`config.mk`:
```
export PLATFORM = sky130hd
export DESIGN_NAME = uart_tx_param
export DESIGN_NICKNAME = d
export VERILOG_FILES = /design/src/rtl/uart_tx_param.sv
export SDC_FILE = /design/constraint.sdc
export NUM_CORES = 1
export LEC_CHECK = 0
export CAP_MARGIN = 20
export CELL_PAD_IN_SITES_DETAIL_PLACEMENT = 1
export CELL_PAD_IN_SITES_GLOBAL_PLACEMENT = 2
export CORE_MARGIN = 1
export CORE_UTILIZATION = 31
export CTS_CLUSTER_DIAMETER = 100
export DETAILED_ROUTE_END_ITERATION = 7
export PLACE_DENSITY = 0.87
export SLEW_MARGIN = 20
export SYNTH_ARGS = -nofsm -noshare
export SYNTH_HDL_FRONTEND = slang
export SYNTH_SLANG_ARGS = --single-unit
```
`constraint.sdc`:
```
create_clock -name clk -period 1.77 [get_ports clk]
set_input_delay 0.177 -clock clk [delete_from_list [all_inputs] [get_ports clk]]
set_output_delay 0.177 -clock clk [all_outputs]
set_load 0.005 [all_outputs]
```
`src/rtl/uart_tx_param.sv`:
```
// UART transmit engine: start, DATA_W data bits LSB first, optional parity, 1 or 2 stop bits.
// Define UART_TX_FIFO_EN to put a FIFO_DEPTH-word input FIFO in front of the engine.
module uart_tx_param #(
    parameter int DATA_W     = 8,
    parameter int FIFO_DEPTH = 4
) (
    input  logic              clk,
    input  logic              rst,
    input  logic              bit_ce,
    input  logic              tx_valid,
    input  logic [DATA_W-1:0] tx_data,
    output logic              tx_rdy,
    input  logic [1:0]        par_mode,
    input  logic              stop2,
    output logic              txd,
    output logic              tx_busy
);
    // state  | meaning
    // IDLE   | line high, waiting for a word
    // WCE    | word loaded, waiting for the first bit tick
    // START  | start bit on the line
    // DATA   | data bits, LSB first
    // PAR    | parity bit
    // STOP1  | first stop bit
    // STOP2  | second stop bit
    localparam int CNT_W = $clog2(DATA_W);

    if (DATA_W < 5 || DATA_W > 9 || FIFO_DEPTH < 2 || (FIFO_DEPTH & (FIFO_DEPTH - 1)) != 0) begin : g_param_check
        $error("uart_tx_param: illegal DATA_W or FIFO_DEPTH");
    end

    typedef enum logic [2:0] {
        S_IDLE, S_WCE, S_START, S_DATA, S_PAR, S_STOP1, S_STOP2
    } state_t;

    state_t            state;
    logic [DATA_W-1:0] shifter;
    logic [CNT_W-1:0]  bit_cnt;
    logic              par_bit;
    logic [1:0]        mode_q;
    logic              stop2_q;
    logic              word_avail;
    logic [DATA_W-1:0] word;
    logic              load;
    logic              par_next;

    assign load = (state == S_IDLE) && word_avail;

`ifdef UART_TX_FIFO_EN
    localparam int PTR_W = $clog2(FIFO_DEPTH);

    logic [DATA_W-1:0] mem [FIFO_DEPTH];
    logic [PTR_W-1:0]  wr_ptr;
    logic [PTR_W-1:0]  rd_ptr;
    logic [PTR_W:0]    count;
    logic [PTR_W:0]    count_next;
    logic              push;

    assign push       = tx_valid && tx_rdy;
    assign word_avail = (count != '0);
    assign word       = mem[rd_ptr];

    always_comb begin
        count_next = count;
        if (push && !load)
            count_next = count + 1'b1;
        else if (load && !push)
            count_next = count - 1'b1;
    end

    always_ff @(posedge clk) begin
        if (push)
            mem[wr_ptr] <= tx_data;
    end

    always_ff @(posedge clk) begin
        if (rst) begin
            wr_ptr <= '0;
            rd_ptr <= '0;
            count  <= '0;
            tx_rdy <= 1'b1;
        end else begin
            if (push)
                wr_ptr <= wr_ptr + 1'b1;
            if (load)
                rd_ptr <= rd_ptr + 1'b1;
            count  <= count_next;
            tx_rdy <= (count_next != (PTR_W+1)'(FIFO_DEPTH));
        end
    end
`else
    logic frame_end;

    assign word_avail = tx_valid && tx_rdy;
    assign word       = tx_data;
    assign frame_end  = bit_ce && (((state == S_STOP1) && !stop2_q) || (state == S_STOP2));

    // Without a FIFO the handshake cycle is the load cycle itself.
    always_ff @(posedge clk) begin
        if (rst)
            tx_rdy <= 1'b1;
        else if (load)
            tx_rdy <= 1'b0;
        else if (frame_end)
            tx_rdy <= 1'b1;
    end
`endif

    always_comb begin
        case (par_mode)
            2'b01:   par_next = ^word;
            2'b10:   par_next = ~^word;
            2'b11:   par_next = 1'b1;
            default: par_next = 1'b0;
        endcase
    end

    always_ff @(posedge clk) begin
        if (rst) begin
            state   <= S_IDLE;
            txd     <= 1'b1;
            tx_busy <= 1'b0;
            bit_cnt <= '0;
            shifter <= '0;
            par_bit <= 1'b0;
            mode_q  <= 2'b00;
            stop2_q <= 1'b0;
        end else begin
            case (state)
                S_IDLE: begin
                    if (word_avail) begin
                        shifter <= word;
                        par_bit <= par_next;
                        mode_q  <= par_mode;
                        stop2_q <= stop2;
                        tx_busy <= 1'b1;
                        if (bit_ce) begin
                            txd   <= 1'b0;
                            state <= S_START;
                        end else begin
                            state <= S_WCE;
                        end
                    end
                end
                S_WCE: begin
                    if (bit_ce) begin
                        txd   <= 1'b0;
                        state <= S_START;
                    end
                end
                S_START: begin
                    if (bit_ce) begin
                        txd     <= shifter[0];
                        shifter <= {1'b0, shifter[DATA_W-1:1]};
                        state   <= S_DATA;
                    end
                end
                S_DATA: begin
                    if (bit_ce) begin
                        // bit_cnt counts data bits already completed on the line
                        if (bit_cnt == CNT_W'(DATA_W - 1)) begin
                            bit_cnt <= '0;
                            if (mode_q != 2'b00) begin
                                txd   <= par_bit;
                                state <= S_PAR;
                            end else begin
                                txd   <= 1'b1;
                                state <= S_STOP1;
                            end
                        end else begin
                            bit_cnt <= bit_cnt + 1'b1;
                            txd     <= shifter[0];
                            shifter <= {1'b0, shifter[DATA_W-1:1]};
                        end
                    end
                end
                S_PAR: begin
                    if (bit_ce) begin
                        txd   <= 1'b1;
                        state <= S_STOP1;
                    end
                end
                S_STOP1: begin
                    if (bit_ce) begin
                        if (stop2_q) begin
                            state <= S_STOP2;
                        end else begin
                            state   <= S_IDLE;
                            tx_busy <= 1'b0;
                        end
                    end
                end
                S_STOP2: begin
                    if (bit_ce) begin
                        state   <= S_IDLE;
                        tx_busy <= 1'b0;
                    end
                end
                default: state <= S_IDLE;
            endcase
        end
    end
endmodule
```
==> results of run 1 <==
timing repair:
action                                 CTS  global route
endpoints found under the hold margin    0             0
resized for setup                        0             3
setup endpoints to repair                0             8
cells in the mapped netlist:
master,instances,area (um2)
a2111oi_0,1,8.760
a211oi_1,8,60.06
a211oi_2,1,12.51
a21o_1,1,7.510
a21oi_1,10,50.05
a21oi_4,1,16.27
a221o_1,1,10.01
a221oi_1,1,8.760
buf_2,3,15.01
buf_4,2,15.01
buf_6,2,22.52
clkbuf_1,2,7.510
dfxtp_1,21,420.4
ha_1,3,37.54
inv_1,3,11.26
mux2i_1,13,130.1
nand2_1,11,41.29
nand2b_1,2,12.51
nand3_1,2,10.01
nand3b_1,1,7.510
nand4b_1,1,8.760
nor2_1,21,78.83
nor2_2,1,6.260
nor2b_1,1,6.260
nor3_1,5,25.02
nor3_4,1,16.27
nor3b_1,2,15.01
o21ai_0,1,5.000
o21bai_1,2,15.01
o22ai_1,1,6.260
or2_4,1,8.760
or3_4,1,11.26
xnor2_1,7,61.31
through the flow:
step	cell area [um2]	setup WS, ns	hold slack [ns]	power (mW)
CTS	1478	0.04344	0.4764	2.082
global route	1484	0.03648	0.4987	2.229
detailed placement	1431	0.03592	0.4654	1.760
global placement	1431	0.08162	0.4558	1.713
finish	1484	0.1330	0.4752	2.072
floorplan	1169	0.1737	0.2563	1.457
state kept, by name (all words and copies together), names as in the netlist:
| signal | count |
|---|---|
| bit_cnt | 3 |
| mode_q | 2 |
| par_bit | 1 |
| shifter | 8 |
| state | 3 |
| stop2_q | 1 |
| tx_busy | 1 |
| tx_rdy | 1 |
| txd | 1 |
worst min path at each step:
stage | end | slack [ns] | startpoint
after floorplan | tx_busy | 0.26 | rst
after global placement | shifter[7] | 0.46 | shifter[7]
after detailed placement | shifter[7] | 0.47 | shifter[7]
after CTS | shifter[7] | 0.48 | shifter[7]
after global routing | shifter[7] | 0.50 | shifter[7]
final | shifter[7] | 0.48 | shifter[7]
power breakdown:
group | switching [mW] | internal (mW)
sequential | 0.130 | 0.611
combinational | 0.498 | 0.520
clock | 0.155 | 0.157
total | 0.784 | 1.29
layer usage:
| metal | vias up | track usage |
|---|---|---|
| li1 | 513 | - |
| met1 | 484 | 0.1918 |
| met2 | 18 | 0.2886 |
| met3 | 2 | 0.03804 |
| met4 | 0 | 0.03409 |
| met5 | - | 0 |
cells by family (layout without fill, tap and decap cells):
family	Yosys count	after routing	share of synthesized area
buffers and inverters	12	35	0.06102
DFF	21	21	0.3597
muxes	13	13	0.1113
and+or+nand+nor	50	50	0.2120
AOI/OAI and AO/OA	28	28	0.1713
adders and majority gates	3	3	0.03212
xor gates and xnor gates	7	7	0.05246
area by class of cell:
cell class	count	area share
Timing Repair Buffer	28	0.1788
Clock inverter	1	0.003373
Multi-Input combinational cell	101	0.4604
Sequential cell	21	0.2833
Clock buffer	3	0.02782
Inverter	3	0.007589
Tap cell	46	0.03879
worst min-delay path: stages, from the launching register on:
cell and delay, ns:
dfxtp_1 0.31, nand2b_1 0.06, a21oi_1 0.05
==> flow_summary.ini, run 1 <==
[critical_path]
reg2regPathDepth = 7
cp_num_cells = 7
crit_path_start = bit_cnt[0]
end_kind = flop
critPathMaxFanout = 3
r2r-start = bit_cnt[0]
r2r_setup_slack_ns = 0.13
slowest_stage = or3_4
r2r-end = state[1]
crit_chain = ha_2 -> ha_1 -> nor2b_1 -> o22ai_1 -> or3_4 -> mux2i_1 -> nor2_1
required_ns = 1.92
start_kind = flop
cp.arrival_ns = 1.79
cp_slowest_stage_delay_ns = 0.41
path_delay_family = simple AND/OR/NAND/NOR gates
cp_num_buf_inv = 0
critPathKind = flop to flop
crit_end = state[1]

[cells_and_area]
layout.cells.most_common_list = nor2_1, dfxtp_1, clkdlybuf4s50_1, mux2i_1, nand2_1
nFillCells = 428
layout-drive-gt1-share = 0.1465
multi_input_area_um2 = 683.2
fin_nets = 176
final_util = 0.4279
instances_no_fill = 203
regArea_um2 = 420.4
num_antenna_cells = 0
area_growth_pct = 26.98

[power]
power_density_nw_per_um2 = 1396
peakVddDrop_v = 0.0006211
p_leak_nw = 0.6016

[timing]
tightestPinTransition_ns = 0.3404
slew_viol_final = 0
fin_skew_ns = 0.001059
period_needed_ns = 1.637
hold_violations = 0
grt_setup_unrepaired = no
fmax_ghz = 0.6109
slew-limit-headroom = 0.7725
finalSetupTns_ns = 0
setup_viol = 0
period_share = 0.9249

[route]
drc_errors = 0
vias = 1017
via_per_inst = 5.010
wl_per_cell_um = 14.64
drt_first_iter_violations = 38
met3_length_um = 102
wl_met1_um = 1295
routed_wl_um = 2972
wl_met2_um = 1556
antenna_left = 0
top_layer = met4
dr.pass1.iters = 4

[floorplan]
core_um2 = 3468
fp.dieH_um = 63.40
io_pins = 18
die_w_um = 63.40
rows = 21
start_util = 0.3369
die_area_um2 = 4020

[clock_network]
cts.sinks = 21
cts_setup_buffers = 0
clkLatencyLatePin_ns = 0.26
htreeDepth = 1
cts_buffer_depth = 2
cts_tree = done
cts.clk_slew.worst_paths_ns = 0.07
postCtsHoldBufs = 0
numCtsBuffers = 3
cts.root.buffer_cell = clkbuf_8

[yosys]
yosysSeqAreaShare = 0.3597
ys_ff_latch = 21
synthDistinctLibCells = 33
syn_nets = 152
syn_avg_cell_area_um2 = 8.721
yosys_warnings = 0
syn_area_um2 = 1169
synthCells = 134

[place]
place.gp.congestion = 0.9111
post-dp-hpwl_um = 2247
port_buffers = 17
dp_cells = 199

[hold_path]
hold_path_depth = 2
min_path_type = flop to flop

[run]
drv_cap = 0

[grt]
antenna_found_initial = 0
grt_max_degree = 22
grt_overflow = 0
grt_usage = 0.1609
first_global_vias = 1066
grt_pass1_wl_um = 4995

[run_status]
status = finished clean
Note: power is estimated with default switching activity, not from simulation.
==> run 2: changes to the inputs <==
CORE_ASPECT_RATIO = 0.75   (was unset)
MAX_ROUTING_LAYER = met4   (was unset)
==> run 2 against run 1 <==
  * Via count is 1.9% lower
  * Sequential share of layout area stayed put
  * Combinational power hardly changed
  * Die area hardly changed
  * Clock power hardly changed
  * Core utilization is 0.28 points higher
  * Final area stayed put
  * Critical path type unchanged
==> flow_summary.ini, run 2 (synthesis results as in run 1) <==
[cells_and_area]
layout.cells.most_common_list = nor2_1, dfxtp_1, clkdlybuf4s50_1, mux2i_1, nand2_1
reg_top3 = shifter: 8 flops, bit_cnt: 3 flops, state: 3 flops
nFillCells = 422
area_growth_pct = 26.98
layout-drive-gt1-share = 0.1474
num_antenna_cells = 0
final_util = 0.4306
fin_area_um2 = 1484
top_register = shifter
fin_nets = 175
largest_reg_flops = 8

[grt]
antenna_found_initial = 0
grt_usage = 0.1588
grt_overflow = 0
grt_max_degree = 22
first_global_vias = 915
grt_pass1_wl_um = 4429

[clock_network]
clkLatencyLatePin_ns = 0.26
cts.root.buffer_cell = clkbuf_8
htreeDepth = 1
cts.sinks = 21
cts.clk_slew.worst_paths_ns = 0.08
cts_tree = done
cts_buffer_depth = 2
numCtsBuffers = 3

[route]
routed_wl_um = 2719
drt_first_iter_violations = 53
wl_per_cell_um = 13.20
drc_errors = 0
dr.pass1.iters = 4
antenna_left = 0
via_per_inst = 4.845
vias = 998

[place]
placed_cell_area_um2 = 1429
place.gp.congestion = 0.7833
port_buffers = 17
post-dp-hpwl_um = 2136

[critical_path]
crit_path_start = bit_cnt[0]
reg2regPathDepth = 7
cp.arrival_ns = 1.81
critPathKind = flop to flop
end_kind = flop
r2r-start = bit_cnt[0]
start_kind = flop
critPathMaxFanout = 4
required_ns = 1.91

[timing]
slew_viol_final = 0
fmax_ghz = 0.6017
setup_viol = 0
period_needed_ns = 1.662
period_share = 0.9389
hold_violations = 0
grt_setup_unrepaired = no
fin_skew_ns = 0.004675
finalSetupTns_ns = 0
tightestPinTransition_ns = 0.4269
slew-limit-headroom = 0.7150

[power]
peakVddDrop_v = 0.0005331
fin_total_pwr_mw = 2.063
p_leak_nw = 0.5923
power_density_nw_per_um2 = 1390

[run]
drv_cap = 0

[floorplan]
io_pins = 18
core_um2 = 3446
start_util = 0.3391
rows = 18
die_w_um = 72.90
die_area_um2 = 4022
fp.dieH_um = 55.17

[hold_path]
min_path_type = flop to flop
holdCritStartpoint = shifter[7]
hold_path_depth = 2

[run_status]
status = finished clean
## run 2: cell types whose count changed in the layout (fill, tap and decap cells not counted)
cell   previous run  this run
buf_4            10         9
ha_2              2         3
ha_1              1         0
## run 2: cell type report
class                      count  area, um2  share of cell area
multi-input combinational    101      685.7              0.4621
sequential                    21      420.4              0.2833
timing repair buffer          27      257.7              0.1737
tap                           50      62.56             0.04216
clock buffer                   3      41.29             0.02782
inverter                       3      11.26            0.007589
clock inverter                 1      5.005            0.003373
## run 2: final timing paths
check,endpoint,slack [ns]
worst max-delay path,txd,0.11
worst min-delay path,shifter[7],0.48
worst max register to register,txd,0.11
worst min register to register,shifter[7],0.48
## run 2: through the flow
step / setup slack, ns / hold WS [ns] / std cells
global placement: 0.06865 / 0.4565 / 202
detailed placement: 0.03656 / 0.4736 / 202
floorplan: 0.1737 / 0.2563 / 134
finish: 0.1082 / 0.4804 / 206
CTS: 0.06368 / 0.4861 / 206
global route: 0.01390 / 0.5164 / 206
## run 2: timing repair
action                     CTS  global route
hold buffers                 0             0
hold endpoints to repair     0             0
setup endpoints to repair    0             5
setup buffers                0             0
gates resized for setup      0             4
## run 2: routing by layer
| layer | track usage | up-vias | share of wire |
|---|---|---|---|
| met5 | - | - | 0 |
| met4 | 0.05882 | 0 | 0.013 |
| met3 | 0.04529 | 5 | 0.040 |
| met2 | 0.2555 | 18 | 0.46 |
| met1 | 0.1928 | 466 | 0.49 |
| li1 | - | 509 | - |
## run 2: report_power, final
| part | leakage, nW | total (mW) | internal, mW | switching (mW) |
|---|---|---|---|---|
| registers | 0.173 | 0.708 | 0.611 | 0.0972 |
| logic | 0.394 | 1.04 | 0.523 | 0.516 |
| clock network | 0.0255 | 0.315 | 0.157 | 0.159 |
| total | 0.592 | 2.06 | 1.29 | 0.772 |
## run 2: critical path: stages (launching register included)
cell and delay, ns:
dfxtp_1 0.37, ha_2 0.20, ha_2 0.21, nand2_1 0.06, nor3_1 0.13, nor3_1 0.08
a2111oi_1 0.38, o21bai_1 0.10
